<file path="config.mk">
export PLATFORM = sky130hd
export DESIGN_NAME = shift_add_multiplier_flat
export DESIGN_NICKNAME = d
export VERILOG_FILES = /design/src/rtl/shift_add_multiplier_pkg.sv /design/src/rtl/shift_add_multiplier_if.sv /design/src/rtl/shift_add_multiplier_controller.sv /design/src/rtl/shift_add_multiplier.sv /design/src/flat_wrapper.sv
export SDC_FILE = /design/constraint.sdc
export NUM_CORES = 1
export LEC_CHECK = 0
export BUFFER_PORTS_ARGS = -buffer_cell sky130_fd_sc_hd__buf_2
export CORE_MARGIN = 4
export CORE_UTILIZATION = 45
export CTS_BUF_LIST = sky130_fd_sc_hd__clkbuf_8 sky130_fd_sc_hd__clkbuf_16
export CTS_CLUSTER_SIZE = 12
export DETAILED_ROUTE_END_ITERATION = 6
export GPL_ROUTABILITY_DRIVEN = 1
export PLACE_DENSITY = 0.68
export SLEW_MARGIN = 30
export SYNTH_ARGS = -nofsm -noshare
export SYNTH_HDL_FRONTEND = slang
export SYNTH_SLANG_ARGS = --single-unit
</file>
<file path="constraint.sdc">
create_clock -name clk -period 2.6 [get_ports clk]
set_input_delay 0.52 -clock clk [delete_from_list [all_inputs] [get_ports clk]]
set_output_delay 0.52 -clock clk [all_outputs]
set_load 0.02 [all_outputs]
</file>
<file path="src/rtl/shift_add_multiplier_pkg.sv">
// Shared definitions for the shift-add multiplier: FSM state encoding and default width.
// Encodings line up with the divider's Idle/Starting/Load so one sequencer monitor decodes both.
package shift_add_multiplier_pkg;

  localparam int DEFAULT_N = 8;

  typedef enum logic [2:0] {
    IDLE     = 3'd0,
    STARTING = 3'd1,
    LOAD     = 3'd2,
    ADD      = 3'd3,
    SHIFT    = 3'd4
  } state_t;

endpackage

</file>
<file path="src/rtl/shift_add_multiplier_if.sv">
// Issue/result bundle shared by the arithmetic units and their sequencer.
interface shift_add_multiplier_if #(
  parameter int N = 8
);

  // Handshake: READY=1 means idle and product holds the last result. The sequencer
  // raises START (level) and an operation launches when START falls again; operands
  // must be stable on that falling edge. START while READY=0 is ignored.
  logic           START;
  logic [N-1:0]   multiplicand;
  logic [N-1:0]   multiplier;
  logic [2*N-1:0] product;
  logic           READY;

  modport master (
    output START,
    output multiplicand,
    output multiplier,
    input  product,
    input  READY
  );

  modport slave (
    input  START,
    input  multiplicand,
    input  multiplier,
    output product,
    output READY
  );

endinterface

</file>
<file path="src/rtl/shift_add_multiplier_controller.sv">
// Sequencing FSM for the shift-add multiplier: release-to-launch start, then N ADD/SHIFT pairs.
module shift_add_multiplier_controller
  import shift_add_multiplier_pkg::*;
(
  input  logic   clk,
  input  logic   rst,
  input  logic   start,
  input  logic   count_co,
  input  logic   q0,
  output logic   ld_m,
  output logic   ld_q,
  output logic   init_a,
  output logic   init_count,
  output logic   ld_add,
  output logic   ld_shift,
  output logic   count_en,
  output logic   ready,
  output state_t state
);

  function automatic state_t next_of(state_t s, logic go, logic co);
    case (s)
      IDLE:     return go ? STARTING : IDLE;
      STARTING: return go ? STARTING : LOAD;
      LOAD:     return ADD;
      ADD:      return SHIFT;
      SHIFT:    return co ? IDLE : ADD;
      default:  return IDLE;
    endcase
  endfunction

  state_t next_state;
  logic   load_q;
  logic   add_q;
  logic   shift_q;

  assign next_state = next_of(state, start, count_co);

  // Strobes are registered from the next state so each is high exactly while its state is current.
  always_ff @(posedge clk or negedge rst) begin
    if (!rst) begin
      state   <= IDLE;
      load_q  <= 1'b0;
      add_q   <= 1'b0;
      shift_q <= 1'b0;
    end else begin
      state   <= next_state;
      load_q  <= (next_state == LOAD);
      add_q   <= (next_state == ADD);
      shift_q <= (next_state == SHIFT);
    end
  end

  assign ld_m       = load_q;
  assign ld_q       = load_q;
  assign init_a     = load_q;
  assign init_count = load_q;
  assign ld_add     = add_q & q0;
  assign ld_shift   = shift_q;
  assign count_en   = shift_q;
  assign ready      = (state == IDLE);

endmodule

</file>
<file path="src/rtl/shift_add_multiplier.sv">
// Sequential unsigned N x N -> 2N multiplier using an A/Q/M shift-add datapath.
module shift_add_multiplier
  import shift_add_multiplier_pkg::*;
#(
  parameter int N = DEFAULT_N
) (
  input  logic                  clk,
  input  logic                  rst,
  shift_add_multiplier_if.slave bus,
  output state_t                state
);

  localparam int CW = $clog2(N) + 1;

  logic [N-1:0]  a;
  logic [N-1:0]  q;
  logic [N-1:0]  m;
  logic          c;
  logic [CW-1:0] count;
  logic          count_co;
  logic          ld_m, ld_q, init_a, init_count, ld_add, ld_shift, count_en;
  logic [N:0]    sum;
  logic [2*N:0]  shifted;

  assign count_co = (count == CW'(N - 1));
  assign sum      = {1'b0, a} + {1'b0, m};
  // Logical right shift of the whole {C,A,Q} chain; written this way so N=1 needs no special case.
  assign shifted  = {c, a, q} >> 1;

  shift_add_multiplier_controller u_ctrl (
    .clk        (clk),
    .rst        (rst),
    .start      (bus.START),
    .count_co   (count_co),
    .q0         (q[0]),
    .ld_m       (ld_m),
    .ld_q       (ld_q),
    .init_a     (init_a),
    .init_count (init_count),
    .ld_add     (ld_add),
    .ld_shift   (ld_shift),
    .count_en   (count_en),
    .ready      (bus.READY),
    .state      (state)
  );

  always_ff @(posedge clk or negedge rst) begin
    if (!rst) begin
      a     <= '0;
      q     <= '0;
      m     <= '0;
      c     <= 1'b0;
      count <= '0;
    end else begin
      if (ld_m) m <= bus.multiplicand;
      if (ld_q) q <= bus.multiplier;
      if (init_a) begin
        a <= '0;
        c <= 1'b0;
      end else if (ld_add) begin
        {c, a} <= sum;
      end else if (ld_shift) begin
        {c, a, q} <= shifted;
      end
      if (init_count) count <= '0;
      else if (count_en) count <= count + CW'(1);
    end
  end

  assign bus.product = {a, q};

endmodule

</file>
<file path="src/flat_wrapper.sv">
// flat-port wrapper written by rule: the top's interface ports become plain ports
module shift_add_multiplier_flat import shift_add_multiplier_pkg::*;
#(
  parameter int N = DEFAULT_N
)
  (clk, rst, state, bus_START, bus_multiplicand, bus_multiplier, bus_product, bus_READY);
  shift_add_multiplier_if #(.N(N)) bus_i ();
  input  logic clk;
  input  logic rst;
  output state_t state;
  input wire logic [$bits(bus_i.START)-1:0] bus_START;
  input wire logic [$bits(bus_i.multiplicand)-1:0] bus_multiplicand;
  input wire logic [$bits(bus_i.multiplier)-1:0] bus_multiplier;
  output wire logic [$bits(bus_i.product)-1:0] bus_product;
  output wire logic [$bits(bus_i.READY)-1:0] bus_READY;
  assign bus_i.START = bus_START;
  assign bus_i.multiplicand = bus_multiplicand;
  assign bus_i.multiplier = bus_multiplier;
  assign bus_product = bus_i.product;
  assign bus_READY = bus_i.READY;
  shift_add_multiplier #(.N(N)) u_core (.clk(clk), .rst(rst), .bus(bus_i), .state(state));
endmodule
</file>
==> results of run 1 <==
## layer usage
layer,GRT usage (%),vias up
li1,-,719
met1,21.4,677
met2,23.9,28
met3,6.75,2
met4,4.30,0
met5,0,-
## kinds of logic after synthesis
kind of cell    count (synthesis)
mux                            22
simple gates                   53
xor+xnor                        3
flops                          35
fa+ha+maj                      10
compound gates                 42
buf+inv                        15
## final cells by class
cell class,count,area (µm²)
Clock buffer,6,82.6
Clock inverter,1,5.00
Fill cell,374,1840
Inverter,7,26.3
Multi-Input combinational cell,130,932
Sequential cell,35,876
Tap cell,50,62.6
Timing Repair Buffer,40,205
## through the flow
| step | instance area (µm²) | cells | worst slack [ns] |
|---|---|---|---|
| global route | 2190 | 269 | 0.523 |
| floorplan | 1880 | 180 | 0.593 |
| CTS | 2190 | 269 | 0.623 |
| global placement | 2100 | 262 | 0.651 |
| detailed placement | 2100 | 262 | 0.619 |
| finish | 2190 | 269 | 0.623 |
## worst max-delay path, delay by kind of cell, from the launching register on
kind / cells / cell delay [ns]
compound gates: 1 / 0.13
simple gates: 3 / 0.94
fa+ha+maj: 1 / 0.38
flops: 1 / 0.41
## placed cells by master (no fill, tap or decap), types with 2 or more instances in the layout
cell type,count
buf_2,38
dfrtp_1,35
mux2i_1,15
nand2_1,14
o21ai_0,13
nor2_1,13
a21oi_1,10
ha_1,9
inv_1,7
mux2_2,7
clkbuf_8,6
nand2b_1,5
nor3_1,5
a211oi_1,4
o32ai_1,4
nor2b_1,2
nor4_1,2
xor2_1,2
o22ai_1,2
nand3_1,2
buf_4,2
## flip-flops by register name, indices dropped and copies added, names as in the netlist
signal	count
u_core.q	8
u_core.u_ctrl.count_en	1
u_core.u_ctrl.init_a	1
u_core.a	8
u_core.count	4
u_core.u_ctrl.state	3
u_core.c	1
u_core.u_ctrl.add_q	1
u_core.m	8
## worst max path at each step
stage	to	slack [ns]
after global routing	u_core.a[6]	0.52
after CTS	u_core.a[7]	0.62
after global placement	u_core.a[7]	0.65
after detailed placement	u_core.a[7]	0.62
final	u_core.a[7]	0.62
after floorplan	u_core.a[7]	0.59
## cells in the mapped netlist (all sizes together)
master | count | area [µm²]
o21a | 1 | 7.51
xnor2 | 1 | 8.76
nand2b | 5 | 31.3
a21o | 1 | 7.51
ha | 9 | 113
a21oi | 10 | 50.1
mux2i | 15 | 150
mux2 | 7 | 78.8
or3b | 1 | 8.76
inv | 7 | 26.3
a22oi | 1 | 7.51
clkbuf | 4 | 15.0
o22ai | 2 | 12.5
o211ai | 2 | 20.0
o211a | 1 | 10.0
nor4 | 2 | 12.5
nand2 | 14 | 52.6
o41ai | 1 | 8.76
and2 | 3 | 21.3
o21ai | 13 | 65.1
nand4 | 1 | 6.26
nand3b | 1 | 7.51
fa | 1 | 20.0
nand3 | 2 | 10.0
nor2 | 13 | 48.8
a211oi | 4 | 30.0
a311o | 1 | 10.0
buf | 4 | 28.8
or2b | 1 | 8.76
nor3b | 1 | 7.51
nor3 | 5 | 25.0
dfrtp | 35 | 876
xor2 | 2 | 17.5
or4 | 1 | 11.3
nor2b | 2 | 12.5
or2 | 1 | 6.26
o31a | 1 | 10.0
o32ai | 4 | 35.0
## where the power goes
group	total [mW]	switching (mW)	internal, mW
registers	0.975	0.203	0.772
logic	1.33	0.753	0.573
clock network	0.402	0.194	0.208
total	2.70	1.15	1.55
==> impl_metrics.json, run 1 <==
{
  "finalSetupViolCount": 0,
  "fin_crit_sh_pct": 76.0,
  "start_util_pct": 46.6,
  "wl_mm": 3.85,
  "worst_path_max_delay_cell": "or4_4",
  "grt_max_degree": 36,
  "power_density_nw_per_um2": 1230,
  "endpoint_kind": "flop",
  "root_buffer": "clkbuf_8",
  "post_cts_buffers": 0,
  "placementRows": 23,
  "dieArea_um2": 5270,
  "grt_pass1_vias": 1367,
  "cp_slowest_stage_delay_ns": 0.42,
  "antenna_found_initial": 0,
  "postRouteAntennaNets": 0,
  "synth_area_um2": 1880,
  "top_layer": "met4",
  "drtIter0Drc": 136,
  "synth_top_family_by_area": "compound AO/OA/AOI/OAI gates",
  "worst_pin_slew_ns": 0.773,
  "synthSimpleGateAreaFrac_pct": 14.4,
  "cts_resized": 0,
  "worstSetupStartpoint": "u_core.a[5]",
  "dieWidth_um": 72.6,
  "synthXorXnorAreaFrac_pct": 1.40,
  "finClkSkew_ns": 0.00757,
  "die_h_um": 72.6,
  "gp_congestion": 0.883,
  "cts.path.max_buffers": 2,
  "worst-r2r-cell-count": 5,
  "p_leak_nw": 1.03,
  "routedWlPerCell_um": 14.3,
  "vias_per_cell": 5.30,
  "path_class": "reg2reg",
  "fin_util_pct": 54.3,
  "synth_fp_nets": 209,
  "insertion_delay_ns": 0.29,
  "netlist_instances": 180,
  "nets": 248,
  "wl_met1_mm": 1.83,
  "crit_path_start_kind": "flop",
  "synth_seq_cells": 35,
  "ys_seq_area_share_pct": 46.6,
  "wl_met2_mm": 1.80,
  "grt_pass1_wl_mm": 6.48,
  "muxShareOfSynthArea_pct": 12.2,
  "cp_data_required_time_ns": 2.78,
  "relSlewSlack_pct": 48.4,
  "core-area_um2": 4030,
  "finalHoldViolations": 0,
  "worstHoldPathType": "in2async",
  "cts_tree": "done",
  "ys_warn_count": 0,
  "r2r-start": "u_core.a[5]",
  "vias": 1426,
  "area_delta_synth_final_pct": 16.6,
  "p_total_mw": 2.70,
  "critPathMaxFanout": 7,
  "portBuffers": 38,
  "drv_slew": 0,
  "drv_cap": 0,
  "cp.arrival_ns": 2.15,
  "ff2ff_setup_slack_ns": 0.62,
  "route.met3.wl_um": 197,
  "syn_area_per_cell_um2": 10.4,
  "overflow": 0,
  "rsz0062_at_grt": "false",
  "irDropWorstVdd_uv": 600,
  "setup_tns_ns": 0,
  "path_clk_slew_ns": 0.07,
  "io_pins": 39,
  "fmax_ghz": 0.506,
  "period_needed_ns": 1.98,
  "grt_usage_pct": 16.0,
  "synth_compound_area_share_pct": 14.6,
  "postCtsHoldBufs": 0,
  "cts-buffers-inserted": 5,
  "clock-sinks": 35,
  "synth_cell_types": 43,
  "htreeDepth": 2,
  "path_cells": "ha_1, and2_4, or4_4, o211ai_2, or3b_1",
  "drive_above_1_share_pct": 27.4,
  "antenna-diode-count": 0,
  "dp_hpwl_mm": 2.80,
  "hold_slack_ns": 0.300,
  "synth_adder_area_share_pct": 7.06,
  "drt_pass1_iterations": 4,
  "drc_errors": 0,
  "reg2reg_to": "u_core.a[7]",
  "status": "completed"
}
Power figures use the tool's default switching activity.
==> inputs of run 2 (changes only) <==
ABC_AREA = 1   (was unset)
PLACE_DENSITY = 0.7   (was 0.68)
clock period = 1.71 ns   (was 2.6 ns; I/O delays follow)
==> run 2 against run 1 <==
Effect of this change:
- via count up 16%
- die area grew 3.6%
- maximum frequency grew 22%
- non-clock buffer count is 3 higher
- sequential cell count stayed put
- area after synthesis rose by 4.0%
- critical endpoint is now u_core.a[4]
- largest power group unchanged
- largest cell class unchanged
- highest routed layer unchanged
==> impl_metrics.json, run 2 <==
{
  "path_cells": "ha_2, inv_1, fa_2, inv_2, nand2_2, nand2_2, nand2_2, nand2_1, nand2_1, nor2_2, o22ai_2",
  "drive_above_1_share_pct": 26.6,
  "drc_errors": 0,
  "path_clk_slew_ns": 0.07,
  "crit_top_cell": "nand2_2",
  "worst-r2r-cell-count": 11,
  "cp_num_cells": 11,
  "htreeDepth": 2,
  "ys_dominant_reg_cell": "dfrtp_1",
  "wl_mm": 4.30,
  "cp_slowest_stage_delay_ns": 0.37,
  "irDropWorstVdd_uv": 881,
  "nFillCells": 385,
  "synth-edff-count": 0,
  "syn_area_per_cell_um2": 8.10,
  "dp_hpwl_mm": 3.17,
  "drv_cap": 0,
  "die_h_um": 73.9,
  "netlist_instances": 241,
  "synth_adder_area_share_pct": 6.79,
  "portBuffers": 38,
  "power_density_nw_per_um2": 1910,
  "routedWlPerCell_um": 12.8,
  "reg2reg_to": "u_core.a[4]",
  "synth_area_um2": 1950,
  "synth_seq_cells": 35,
  "r2r-start": "u_core.a[0]",
  "worstSetupStartpoint": "u_core.a[0]",
  "nets": 315,
  "synthXorXnorAreaFrac_pct": 0,
  "grt_max_degree": 36,
  "hold_slack_ns": 0.0818,
  "root_buffer": "clkbuf_8",
  "worst_pin_slew_ns": 0.442,
  "relSlewSlack_pct": 70.5,
  "period_needed_ns": 1.63,
  "placementRows": 23,
  "p_total_mw": 4.41,
  "synth_top_family_by_area": "simple AND/OR/NAND/NOR gates",
  "ff2ff_setup_slack_ns": 0.08,
  "cp_data_required_time_ns": 1.88,
  "crit_path_start_kind": "flop",
  "synth_compound_area_share_pct": 11.5,
  "async_flop_share_pct": 100,
  "post_cts_buffers": 0,
  "finalWorstSetupSlack_ns": 0.0846,
  "path_class": "reg2reg",
  "fmax_ghz": 0.615,
  "dp_slack_ns": 0.0623,
  "grt_usage_pct": 16.4,
  "endpoint_kind": "flop",
  "synth_cell_types": 34,
  "synth_top_cell_by_area": "dfrtp_1",
  "synth_fp_nets": 270,
  "synthSimpleGateAreaFrac_pct": 27.6,
  "fin_crit_sh_pct": 95.1,
  "area_delta_synth_final_pct": 18.3,
  "crit_end": "u_core.a[4]",
  "clock-sinks": 35,
  "drtIter0Drc": 99,
  "cts-buffers-inserted": 5,
  "overflow": 0,
  "antenna_found_initial": 0,
  "core-area_um2": 4090,
  "io_pins": 39,
  "synthTopCellsByCount": "70 x nand2_1, 35 x dfrtp_1, 30 x inv_1",
  "postCtsHoldBufs": 0,
  "critPathMaxFanout": 3,
  "status": "completed",
  "cts_tree": "done",
  "gp_congestion": 0.942,
  "grt_pass1_vias": 1533,
  "insertion_delay_ns": 0.29,
  "finalHoldViolations": 0,
  "largest_registers": "u_core.a x8, u_core.m x8, u_core.q x8",
  "muxShareOfSynthArea_pct": 0,
  "cp.arrival_ns": 1.80,
  "antenna-diode-count": 0,
  "vias": 1653,
  "final_cell_mix": "67 x nand2_1, 38 x buf_2, 35 x dfrtp_1, 29 x inv_1, 19 x nor2_1",
  "cp_num_buf_inv": 2,
  "synth_area_leaders": "dfrtp_1 45%, nand2_1 13%, ha_1 5.8%",
  "grt_pass1_wl_mm": 6.77,
  "postRouteAntennaNets": 0,
  "drt_pass1_iterations": 4,
  "cts.path.max_buffers": 2,
  "dieArea_um2": 5460,
  "netlist.area_leader.share_pct": 44.8,
  "drv_slew": 0,
  "start_util_pct": 47.8,
  "worstHoldPathType": "in2async",
  "layout_commonest_cell": "nand2_1",
  "p_leak_nw": 1.26,
  "finalSetupViolCount": 0,
  "ys_warn_count": 0,
  "vias_per_cell": 4.92,
  "yosysMostFrequentCell": "nand2_1",
  "cts_resized": 0,
  "ys_seq_area_share_pct": 44.8,
  "dieWidth_um": 73.9,
  "finClkSkew_ns": 0.00505,
  "worst_path_max_delay_cell": "dfrtp_1",
  "path_delay_family": "adder cells"
}
==> run 2: changes by cell type in the layout (fill, tap and decap cells not counted), sizes merged, moves of 4 or more <==
| cell | delta |
|---|---|
| a211oi | -4 |
| nand2b | -5 |
| mux2 | -7 |
| nor2 | +9 |
| mux2i | -15 |
| inv | +26 |
| nand3 | +13 |
| nand2 | +61 |
| o32ai | -4 |
==> run 2: final cells by class <==
type	instances	area, µm²	area share, %
multi-input cells	167	922	39.9
flip-flops and latches	35	876	37.9
repair buffers	43	228	9.86
inverters	34	134	5.80
clock buffers	6	82.6	3.58
well taps	50	62.6	2.71
clock inverters	1	5.00	0.217
==> run 2: how the worst min path moves through the flow <==
stage               start         endpoint  slack (ns)  depth (start not counted)
floorplan             rst      u_core.a[0]        0.05                          0
global placement      rst  u_core.count[3]        0.41                          2
detailed placement    rst      u_core.m[7]        0.41                          2
CTS                   rst      u_core.q[3]         0.1                          2
global route          rst  u_core.count[1]        0.12                          2
finish                rst  u_core.count[2]        0.08                          2
==> run 2: cells by family after synthesis <==
family | count (synthesis)
compound gates | 36
buf+inv | 39
fa+ha+maj | 10
simple gates | 121
flops | 35
==> run 2: stage by stage <==
step	area [µm²]	TNS (ns)	util [%]	std cells
after CTS	2280	0	55.9	336
after global placement	2200	0	53.8	329
after floorplan	1950	0	-	241
final	2310	0	56.5	336
after global routing	2310	-0.0265	56.5	336
after detailed placement	2200	0	53.8	329
==> run 2: routing by layer <==
metal	track usage, %	up-vias	part of all wire (%)
met5	0	-	0
met4	8.25	0	1.5
met3	3.15	7	3.1
met2	25.4	25	47
met1	21.7	756	48
li1	-	865	-
==> run 2: power by group <==
group / internal, mW / switching [mW] / leakage (nW)
registers: 1.17 / 0.245 / 0.440
clock network: 0.316 / 0.289 / 0.0470
logic: 0.856 / 1.53 / 0.772
